$ cat src/rtl/hps_fifo_pkg.sv
// Shared constants and types for the HPS-to-FPGA FIFO drain block.
//   WORD_W      : data word width of the FIFO slaves and the output stream
//   FILL_LEVEL  : out_csr register address of the fill level
//   I_STATUS    : out_csr register address of the interrupt status
//   state_e     : drain FSM states
package hps_fifo_pkg;

    localparam int unsigned WORD_W = 32;

    localparam logic [2:0] FILL_LEVEL = 3'd0;
    localparam logic [2:0] I_STATUS   = 3'd1;

    typedef enum logic [2:0] {
        StIdle,
        StPoll,
        StWaitCsr,
        StDrain,
        StGap
    } state_e;

endpackage

$ cat src/rtl/hps_fifo_drain_if.sv
// Bus bundle between the drain block and the Computer_System FIFO slaves plus the
// outgoing word stream.
//   csr_*     : out_csr slave (address, read, write, writedata, readdata)
//   fifo_*    : out slave (read strobe, readdata)
//   m_*       : 32-bit valid/ready output stream
// Modport master is the drain block; modport slave is the FIFO side and stream sink.
interface hps_fifo_drain_if;
    import hps_fifo_pkg::*;

    logic [2:0]        csr_address;
    logic              csr_read;
    logic              csr_write;
    logic [WORD_W-1:0] csr_writedata;
    logic [WORD_W-1:0] csr_readdata;
    logic              fifo_read;
    logic [WORD_W-1:0] fifo_readdata;
    logic [WORD_W-1:0] m_data;
    logic              m_valid;
    logic              m_ready;

    modport master (
        output csr_address, csr_read, csr_write, csr_writedata, fifo_read, m_data, m_valid,
        input  csr_readdata, fifo_readdata, m_ready
    );

    modport slave (
        input  csr_address, csr_read, csr_write, csr_writedata, fifo_read, m_data, m_valid,
        output csr_readdata, fifo_readdata, m_ready
    );

endinterface

$ cat src/rtl/stream_buf.sv
// Synchronous first-word-fall-through FIFO.
//   clk, reset_n : clock, asynchronous active-low reset
//   push         : write push_data this cycle (ignored when full unless popping too)
//   push_data    : word to write
//   pop          : consume the head word (ignored when empty)
//   pop_data     : head word, 0 when empty
//   empty        : no words stored
//   occupancy    : number of stored words, 0..DEPTH
module stream_buf #(
    parameter int unsigned DEPTH = 4,
    parameter int unsigned WIDTH = 32
) (
    input  logic                     clk,
    input  logic                     reset_n,
    input  logic                     push,
    input  logic [WIDTH-1:0]         push_data,
    input  logic                     pop,
    output logic [WIDTH-1:0]         pop_data,
    output logic                     empty,
    output logic [$clog2(DEPTH):0]   occupancy
);

    localparam int unsigned AW = $clog2(DEPTH);
    localparam int unsigned CW = AW + 1;

    logic [WIDTH-1:0] mem [DEPTH];
    logic [AW-1:0]    wr_ptr;
    logic [AW-1:0]    rd_ptr;
    logic [CW-1:0]    count;
    logic             do_push;
    logic             do_pop;

    assign empty   = (count == '0);
    assign do_pop  = pop && !empty;
    // A pop in the same cycle frees the slot, so a full buffer can still accept.
    assign do_push = push && ((count != CW'(DEPTH)) || do_pop);

    always_ff @(posedge clk) begin
        if (do_push) begin
            mem[wr_ptr] <= push_data;
        end
    end

    always_ff @(posedge clk or negedge reset_n) begin
        if (!reset_n) begin
            wr_ptr <= '0;
            rd_ptr <= '0;
            count  <= '0;
        end else begin
            if (do_push) begin
                wr_ptr <= wr_ptr + AW'(1);
            end
            if (do_pop) begin
                rd_ptr <= rd_ptr + AW'(1);
            end
            count <= count + CW'(do_push) - CW'(do_pop);
        end
    end

    // Gate the head so outputs are 0 while empty, including straight out of reset.
    assign pop_data  = empty ? '0 : mem[rd_ptr];
    assign occupancy = count;

endmodule

$ cat src/rtl/hps_fifo_drain.sv
// FPGA-side reader for the HPS-to-FPGA Avalon FIFO. Polls the CSR fill level, pops that
// many words from the out slave into a local buffer and presents them as a valid/ready
// stream. Pulses rx_irq when a poll finds the FIFO empty after words were drained.
//   clk, reset_n : clock, asynchronous active-low reset
//   enable       : 1 runs the poll/drain loop; 0 lets in-flight reads land, then idles
//   bus          : master side of hps_fifo_drain_if (CSR slave, out slave, stream)
//   rx_irq       : one-cycle interrupt pulse toward the HPS
module hps_fifo_drain
    import hps_fifo_pkg::*;
#(
    parameter int unsigned BUF_DEPTH = 4,
    parameter int unsigned RD_LAT    = 1,
    parameter int unsigned FILL_W    = 8,
    parameter int unsigned POLL_GAP  = 16
) (
    input  logic                    clk,
    input  logic                    reset_n,
    input  logic                    enable,
    hps_fifo_drain_if.master        bus,
    output logic                    rx_irq
);

    localparam int unsigned CNT_W  = $clog2(BUF_DEPTH) + 1;
    localparam int unsigned CRED_W = CNT_W + 1;
    localparam int unsigned GAP_W  = $clog2(POLL_GAP) + 1;

    state_e            state;
    logic [FILL_W-1:0] remaining;
    logic [FILL_W-1:0] fill;
    logic [CNT_W-1:0]  inflight;
    logic [CNT_W-1:0]  occupancy;
    logic [CRED_W-1:0] credit;
    logic [RD_LAT-1:0] vld_sr;
    logic [GAP_W-1:0]  gap_cnt;
    logic              drained_flag;
    logic              rx_irq_q;
    logic              issue;
    logic              retire;
    logic              buf_empty;
    logic [WORD_W-1:0] head;
    logic              unused_csr_hi;

    assign fill          = bus.csr_readdata[FILL_W-1:0];
    assign unused_csr_hi = ^bus.csr_readdata[WORD_W-1:FILL_W];

    // Buffer slots not yet claimed by stored words or reads still in the pipe.
    assign credit = CRED_W'(BUF_DEPTH) - CRED_W'(occupancy) - CRED_W'(inflight);
    assign issue  = (state == StDrain) && enable && (remaining != '0) && (credit != '0);
    assign retire = vld_sr[RD_LAT-1];

    // Tracks each issued read until its readdata is valid on the out slave.
    always_ff @(posedge clk or negedge reset_n) begin
        if (!reset_n) begin
            vld_sr <= '0;
        end else begin
            vld_sr[0] <= issue;
            for (int i = 1; i < RD_LAT; i++) begin
                vld_sr[i] <= vld_sr[i-1];
            end
        end
    end

    always_ff @(posedge clk or negedge reset_n) begin
        if (!reset_n) begin
            state        <= StIdle;
            remaining    <= '0;
            inflight     <= '0;
            gap_cnt      <= '0;
            drained_flag <= 1'b0;
            rx_irq_q     <= 1'b0;
        end else begin
            rx_irq_q <= 1'b0;
            inflight <= inflight + CNT_W'(issue) - CNT_W'(retire);
            if (issue) begin
                remaining    <= remaining - FILL_W'(1);
                drained_flag <= 1'b1;
            end
            case (state)
                StIdle: begin
                    if (enable) begin
                        state <= StPoll;
                    end
                end
                StPoll: begin
                    state <= StWaitCsr;
                end
                StWaitCsr: begin
                    remaining <= fill;
                    if (fill != '0) begin
                        state <= StDrain;
                    end else begin
                        state        <= StGap;
                        gap_cnt      <= '0;
                        rx_irq_q     <= drained_flag;
                        drained_flag <= 1'b0;
                    end
                end
                StDrain: begin
                    // enable=0 only stops new reads; leave once the pipe is empty.
                    if ((inflight == '0) && ((remaining == '0) || !enable)) begin
                        state <= enable ? StPoll : StIdle;
                    end
                end
                StGap: begin
                    if (!enable) begin
                        state <= StIdle;
                    end else if (gap_cnt == GAP_W'(POLL_GAP - 1)) begin
                        state <= StPoll;
                    end else begin
                        gap_cnt <= gap_cnt + GAP_W'(1);
                    end
                end
                default: begin
                    state <= StIdle;
                end
            endcase
        end
    end

    stream_buf #(
        .DEPTH (BUF_DEPTH),
        .WIDTH (WORD_W)
    ) u_buf (
        .clk       (clk),
        .reset_n   (reset_n),
        .push      (retire),
        .push_data (bus.fifo_readdata),
        .pop       (bus.m_ready),
        .pop_data  (head),
        .empty     (buf_empty),
        .occupancy (occupancy)
    );

    assign bus.csr_address   = FILL_LEVEL;
    assign bus.csr_read      = (state == StPoll);
    assign bus.csr_write     = 1'b0;
    assign bus.csr_writedata = '0;
    assign bus.fifo_read     = issue;
    assign bus.m_data        = head;
    assign bus.m_valid       = !buf_empty;
    assign rx_irq            = rx_irq_q;

endmodule

$ cat src/flat_wrapper.sv
// flat-port wrapper written by rule: the top's interface ports become plain ports
module hps_fifo_drain_flat import hps_fifo_pkg::*;
#(
    parameter int unsigned BUF_DEPTH = 4,
    parameter int unsigned RD_LAT    = 1,
    parameter int unsigned FILL_W    = 8,
    parameter int unsigned POLL_GAP  = 16
)
  (clk, reset_n, enable, rx_irq, bus_csr_address, bus_csr_read, bus_csr_write, bus_csr_writedata, bus_fifo_read, bus_m_data, bus_m_valid, bus_csr_readdata, bus_fifo_readdata, bus_m_ready);
  hps_fifo_drain_if bus_i ();
  input  logic clk;
  input  logic reset_n;
  input  logic enable;
  output logic rx_irq;
  output wire logic [$bits(bus_i.csr_address)-1:0] bus_csr_address;
  output wire logic [$bits(bus_i.csr_read)-1:0] bus_csr_read;
  output wire logic [$bits(bus_i.csr_write)-1:0] bus_csr_write;
  output wire logic [$bits(bus_i.csr_writedata)-1:0] bus_csr_writedata;
  output wire logic [$bits(bus_i.fifo_read)-1:0] bus_fifo_read;
  output wire logic [$bits(bus_i.m_data)-1:0] bus_m_data;
  output wire logic [$bits(bus_i.m_valid)-1:0] bus_m_valid;
  input wire logic [$bits(bus_i.csr_readdata)-1:0] bus_csr_readdata;
  input wire logic [$bits(bus_i.fifo_readdata)-1:0] bus_fifo_readdata;
  input wire logic [$bits(bus_i.m_ready)-1:0] bus_m_ready;
  assign bus_csr_address = bus_i.csr_address;
  assign bus_csr_read = bus_i.csr_read;
  assign bus_csr_write = bus_i.csr_write;
  assign bus_csr_writedata = bus_i.csr_writedata;
  assign bus_fifo_read = bus_i.fifo_read;
  assign bus_m_data = bus_i.m_data;
  assign bus_m_valid = bus_i.m_valid;
  assign bus_i.csr_readdata = bus_csr_readdata;
  assign bus_i.fifo_readdata = bus_fifo_readdata;
  assign bus_i.m_ready = bus_m_ready;
  hps_fifo_drain #(.BUF_DEPTH(BUF_DEPTH), .RD_LAT(RD_LAT), .FILL_W(FILL_W), .POLL_GAP(POLL_GAP)) u_core (.clk(clk), .reset_n(reset_n), .enable(enable), .bus(bus_i), .rx_irq(rx_irq));
endmodule
$ cat config.mk
export PLATFORM = sky130hd
export DESIGN_NAME = hps_fifo_drain_flat
export DESIGN_NICKNAME = d
export VERILOG_FILES = /design/src/rtl/hps_fifo_pkg.sv /design/src/rtl/hps_fifo_drain_if.sv /design/src/rtl/stream_buf.sv /design/src/rtl/hps_fifo_drain.sv /design/src/flat_wrapper.sv
export SDC_FILE = /design/constraint.sdc
export NUM_CORES = 1
export LEC_CHECK = 0
export CAP_MARGIN = 20
export CORE_ASPECT_RATIO = 1.75
export CORE_MARGIN = 2
export CORE_UTILIZATION = 51
export CTS_CLUSTER_SIZE = 16
export DETAILED_ROUTE_END_ITERATION = 10
export HOLD_SLACK_MARGIN = 0.03
export PLACE_DENSITY = 0.79
export SLEW_MARGIN = 20
export SYNTH_ARGS = -nofsm -noshare
export SYNTH_HDL_FRONTEND = slang
export SYNTH_SLANG_ARGS = --single-unit
$ cat constraint.sdc
create_clock -name clk -period 4.2 [get_ports clk]
set_input_delay 0.84 -clock clk [delete_from_list [all_inputs] [get_ports clk]]
set_output_delay 0.84 -clock clk [all_outputs]
set_load 0.03 [all_outputs]
==> qor.csv <==
stage,metric,value,unit
outcome,status,finished clean,
setup_path,critical_path.slowest_cell,fa_1,
synth,synthXorXnorAreaFrac,1.28,%
sta,timing.final.crit_period,3.68,ns
synth,synth.lib_cells_used.distinct,52,
drt,drt_iter0_drc,180,
drt,drtAntennaViolNets,0,
clock_tree,clock-root-buffer,clkbuf_16,
placement,preCtsSetupSlack,0.351,ns
final_layout,nNetsFinal,586,
drt,routed_wire_length_per_instance,17.4,µm
synth,synth.ff_latch_count,157,
synth,yosysSeqAreaShare,66.7,%
sta,clock_skew,0.00830,ns
synth,yosys.area_share.adder,3.62,%
synth,post_synth_inst_count,416,
flow_run,drv.max_cap_violation_count,0,
grt,global_route.usage.total,17.2,%
setup_path,critPathMostFrequentCell,ha_1,
synth,dominant_combinational_cell_family_by_area_after_synthesis,multiplexers,
synth,synth_simple_gate_area_share,8.04,%
worst_hold_path,hold_path.class,reg -> reg,
drt,routed-via-count,3669,
setup_path,worst_ep_arrival_time,2.84,ns
synth,synth_area,0.00685,mm²
synth,synth_edf_count,128,
sta,maxSlewHeadroom,41.1,%
sta,final-max-slew-violation-count,0,
sta,totalNegativeSetupSlack,0,ns
pwr,cellLeakagePower,2.97,nW
setup_path,cp_slowest_stage_delay,0.49,ns
final_layout,most_common_cell_after_layout_fill_and_taps_aside,edfxtp_1,
final_layout,layout.core_utilization,62.7,%
synth,synthesis.area_per_instance,16.5,µm²
drt,detail_route.drc_violations,0,
sta,unrepaired_setup_endpoints_after_global_routing,false,
synth,synth_compound_gate_area_share,3.52,%
clock_tree,clk-insertion-delay-late,0.41,ns
floorplan,core_region_area,0.0132,mm²
clock_tree,postCtsSetupBuffers,0,
sta,setup_viol,0,
synth,dominantRegCellSynth,edfxtp_1,
setup_path,crit_type,reg -> out,
clock_tree,clk_pin_slew,0.06,ns
synth,muxShareOfSynthArea,10.7,%
synth,post-synth-top-area-fraction,56.1,%
setup_path,critPathLaunchType,flip-flop,
setup_path,critical_path.cell_chain,"ha_1, inv_1, ha_1, fa_1, nor3_1, a21o_1, nor2_2, dlymetal6s2s_1",
floorplan,rows,56,
final_layout,area_growth,21.2,%
floorplan,pin_count,140,
clock_tree,postCtsResizedCells,0,
sta,period_share,87.5,%
placement,place.port_buffers,79,
pwr,power_per_cell_area,741,mW/mm²
grt,grt_pass1_wl,18900,µm
final_layout,most-common-layout-cells,"128 x edfxtp_1, 78 x clkdlybuf4s50_1, 36 x conb_1",
clock_tree,cts-buffers-inserted,17,
synth,yosysWarningCount,0,
floorplan,floorplan.die.height,157,µm
floorplan,initial_utilization,51.7,%
grt,grt_pass1_vias,3855,
clock_tree,cts_max_level,4,
placement,place.detailed.hpwl,7760,µm
grt,pin_count_of_the_biggest_net_entering_global_routing,35,
final_layout,drive_gt1_share,16.8,%
drt,detail_route.wirelength,11900,µm
grt,antenna_found_initial,0,
sta,fin_ws,0.524,ns
synth,synthTopCellsByArea,"edfxtp_1 56%, dfrtp_1 11%, mux4_2 11%",
drt,detailed_routing_iterations_pass_1,4,
clock_tree,clockBufferDepth,2,
floorplan,die_x,91.6,µm
clock_tree,cts_hold_buffers,0,
setup_path,worst_ep_required_time,3.36,ns
grt,aggregate_global_routing_overflow,0,
placement,gpl_wtd_cong,0.865,
drt,drt-vias-per-instance,5.34,
floorplan,fp.dieArea,0.0144,mm²
clock_tree,tritoncts,built,
final_layout,num_antenna_cells,0,
setup_path,setup.worst_path.end_class,output port,
sta,maxClockFrequency,272,MHz
setup_path,timing.critical_path.fanout_max,7,
synth,top_cell_type_by_total_area_after_synthesis,edfxtp_1,
synth,synthArstFlopShare,18.5,%
pwr,power_total,6.15,mW
clock_tree,cts_num_sinks,157,
pwr,vdd.ir_drop.worst,0.489,mV
sta,worst-slew-pin-transition,0.884,ns
sta,timing_hold_violations_final,0,
-- worst max-delay path: cells and delay by family, from the launching register on --
kind	cells	cell delay (ns)
adder cells (fa/ha/maj)	3	1.00
flip-flops	1	0.45
AND/OR/NAND/NOR	2	0.36
AO/OA/AOI/OAI	1	0.26
buffers and inverters	2	0.38
-- logic make-up after synthesis --
group / after synthesis
flops: 157
simple gates: 91
buf+inv: 74
mux: 33
compound gates: 32
fa+ha+maj: 18
xor+xnor: 10
other cells: 1
-- sequential cells by signal (all words and copies together), names as in the netlist --
name / count
u_core.drained_flag: 1
u_core.gap_cnt: 5
u_core.inflight: 3
u_core.remaining: 8
u_core.retire: 1
u_core.rx_irq: 1
u_core.state: 3
u_core.u_buf.mem: 128
u_core.u_buf.occupancy: 3
u_core.u_buf.rd_ptr: 2
u_core.u_buf.wr_ptr: 2
-- per-stage QoR --
stage | area (µm²) | hold WS [ns] | instances
3_3_place_gp | 7700 | 0.484 | 655
5_1_grt | 8300 | 0.511 | 687
2_1_floorplan | 6980 | 0.454 | 451
6_report | 8300 | 0.496 | 687
4_1_cts | 8300 | 0.505 | 687
3_5_place_dp | 7700 | 0.488 | 655
-- layer usage --
metal	vias to the layer above	global-route usage (%)	wire (µm)
met5	-	0	0
met4	0	7.86	303
met3	21	4.36	587
met2	130	31.5	6620
met1	1849	18.4	4430
li1	1669	-	-
-- cell type report --
type / instances / area, µm²
Clock buffer: 18 / 429
Clock inverter: 14 / 170
Fill cell: 967 / 4940
Inverter: 22 / 82.6
Multi-Input combinational cell: 220 / 2000
Sequential cell: 157 / 4570
Tap cell: 174 / 218
Timing Repair Buffer: 82 / 828
-- synthesized netlist by cell type, drive strengths merged (2+ instances only) --
master  count
clkbuf     11
a32oi       2
a21oi       5
nand2       9
mux4       32
ha         15
xor2        4
nand3       5
nor4        4
edfxtp    128
o22ai       3
dfrtp      29
nor3        4
nor2b       2
nor3b       2
o221a       3
o311ai      2
nand2b      3
o21ai       6
a221oi      2
fa          3
or4         2
or3         3
nor2       10
inv        22
xnor2       6
buf        41
and2       40
nand3b      2
-- path summary, 6_finish.rpt --
check / startpoint / to / slack, ns / cells after the start
min in group asynchronous: reset_n / u_core.remaining[5] / 0.85 / 1
worst max register to register: u_core.inflight[1] / u_core.inflight[2] / 0.70 / 15
worst min register to register: u_core.drained_flag / u_core.drained_flag / 0.50 / 2
worst min-delay path: u_core.drained_flag / u_core.drained_flag / 0.50 / 2
worst max-delay path: u_core.inflight[1] / bus_fifo_read / 0.52 / 8
max in group asynchronous: reset_n / u_core.u_buf.rd_ptr[1] / 2.73 / 2
-- power by group --
part           total (mW)  switching, mW  internal [mW]
Sequential           2.23          0.268           1.97
Clock                1.53          0.630          0.899
Combinational        2.39           1.25           1.14
Total                6.15           2.15           4.00
Note: power is estimated with default switching activity, not from simulation.
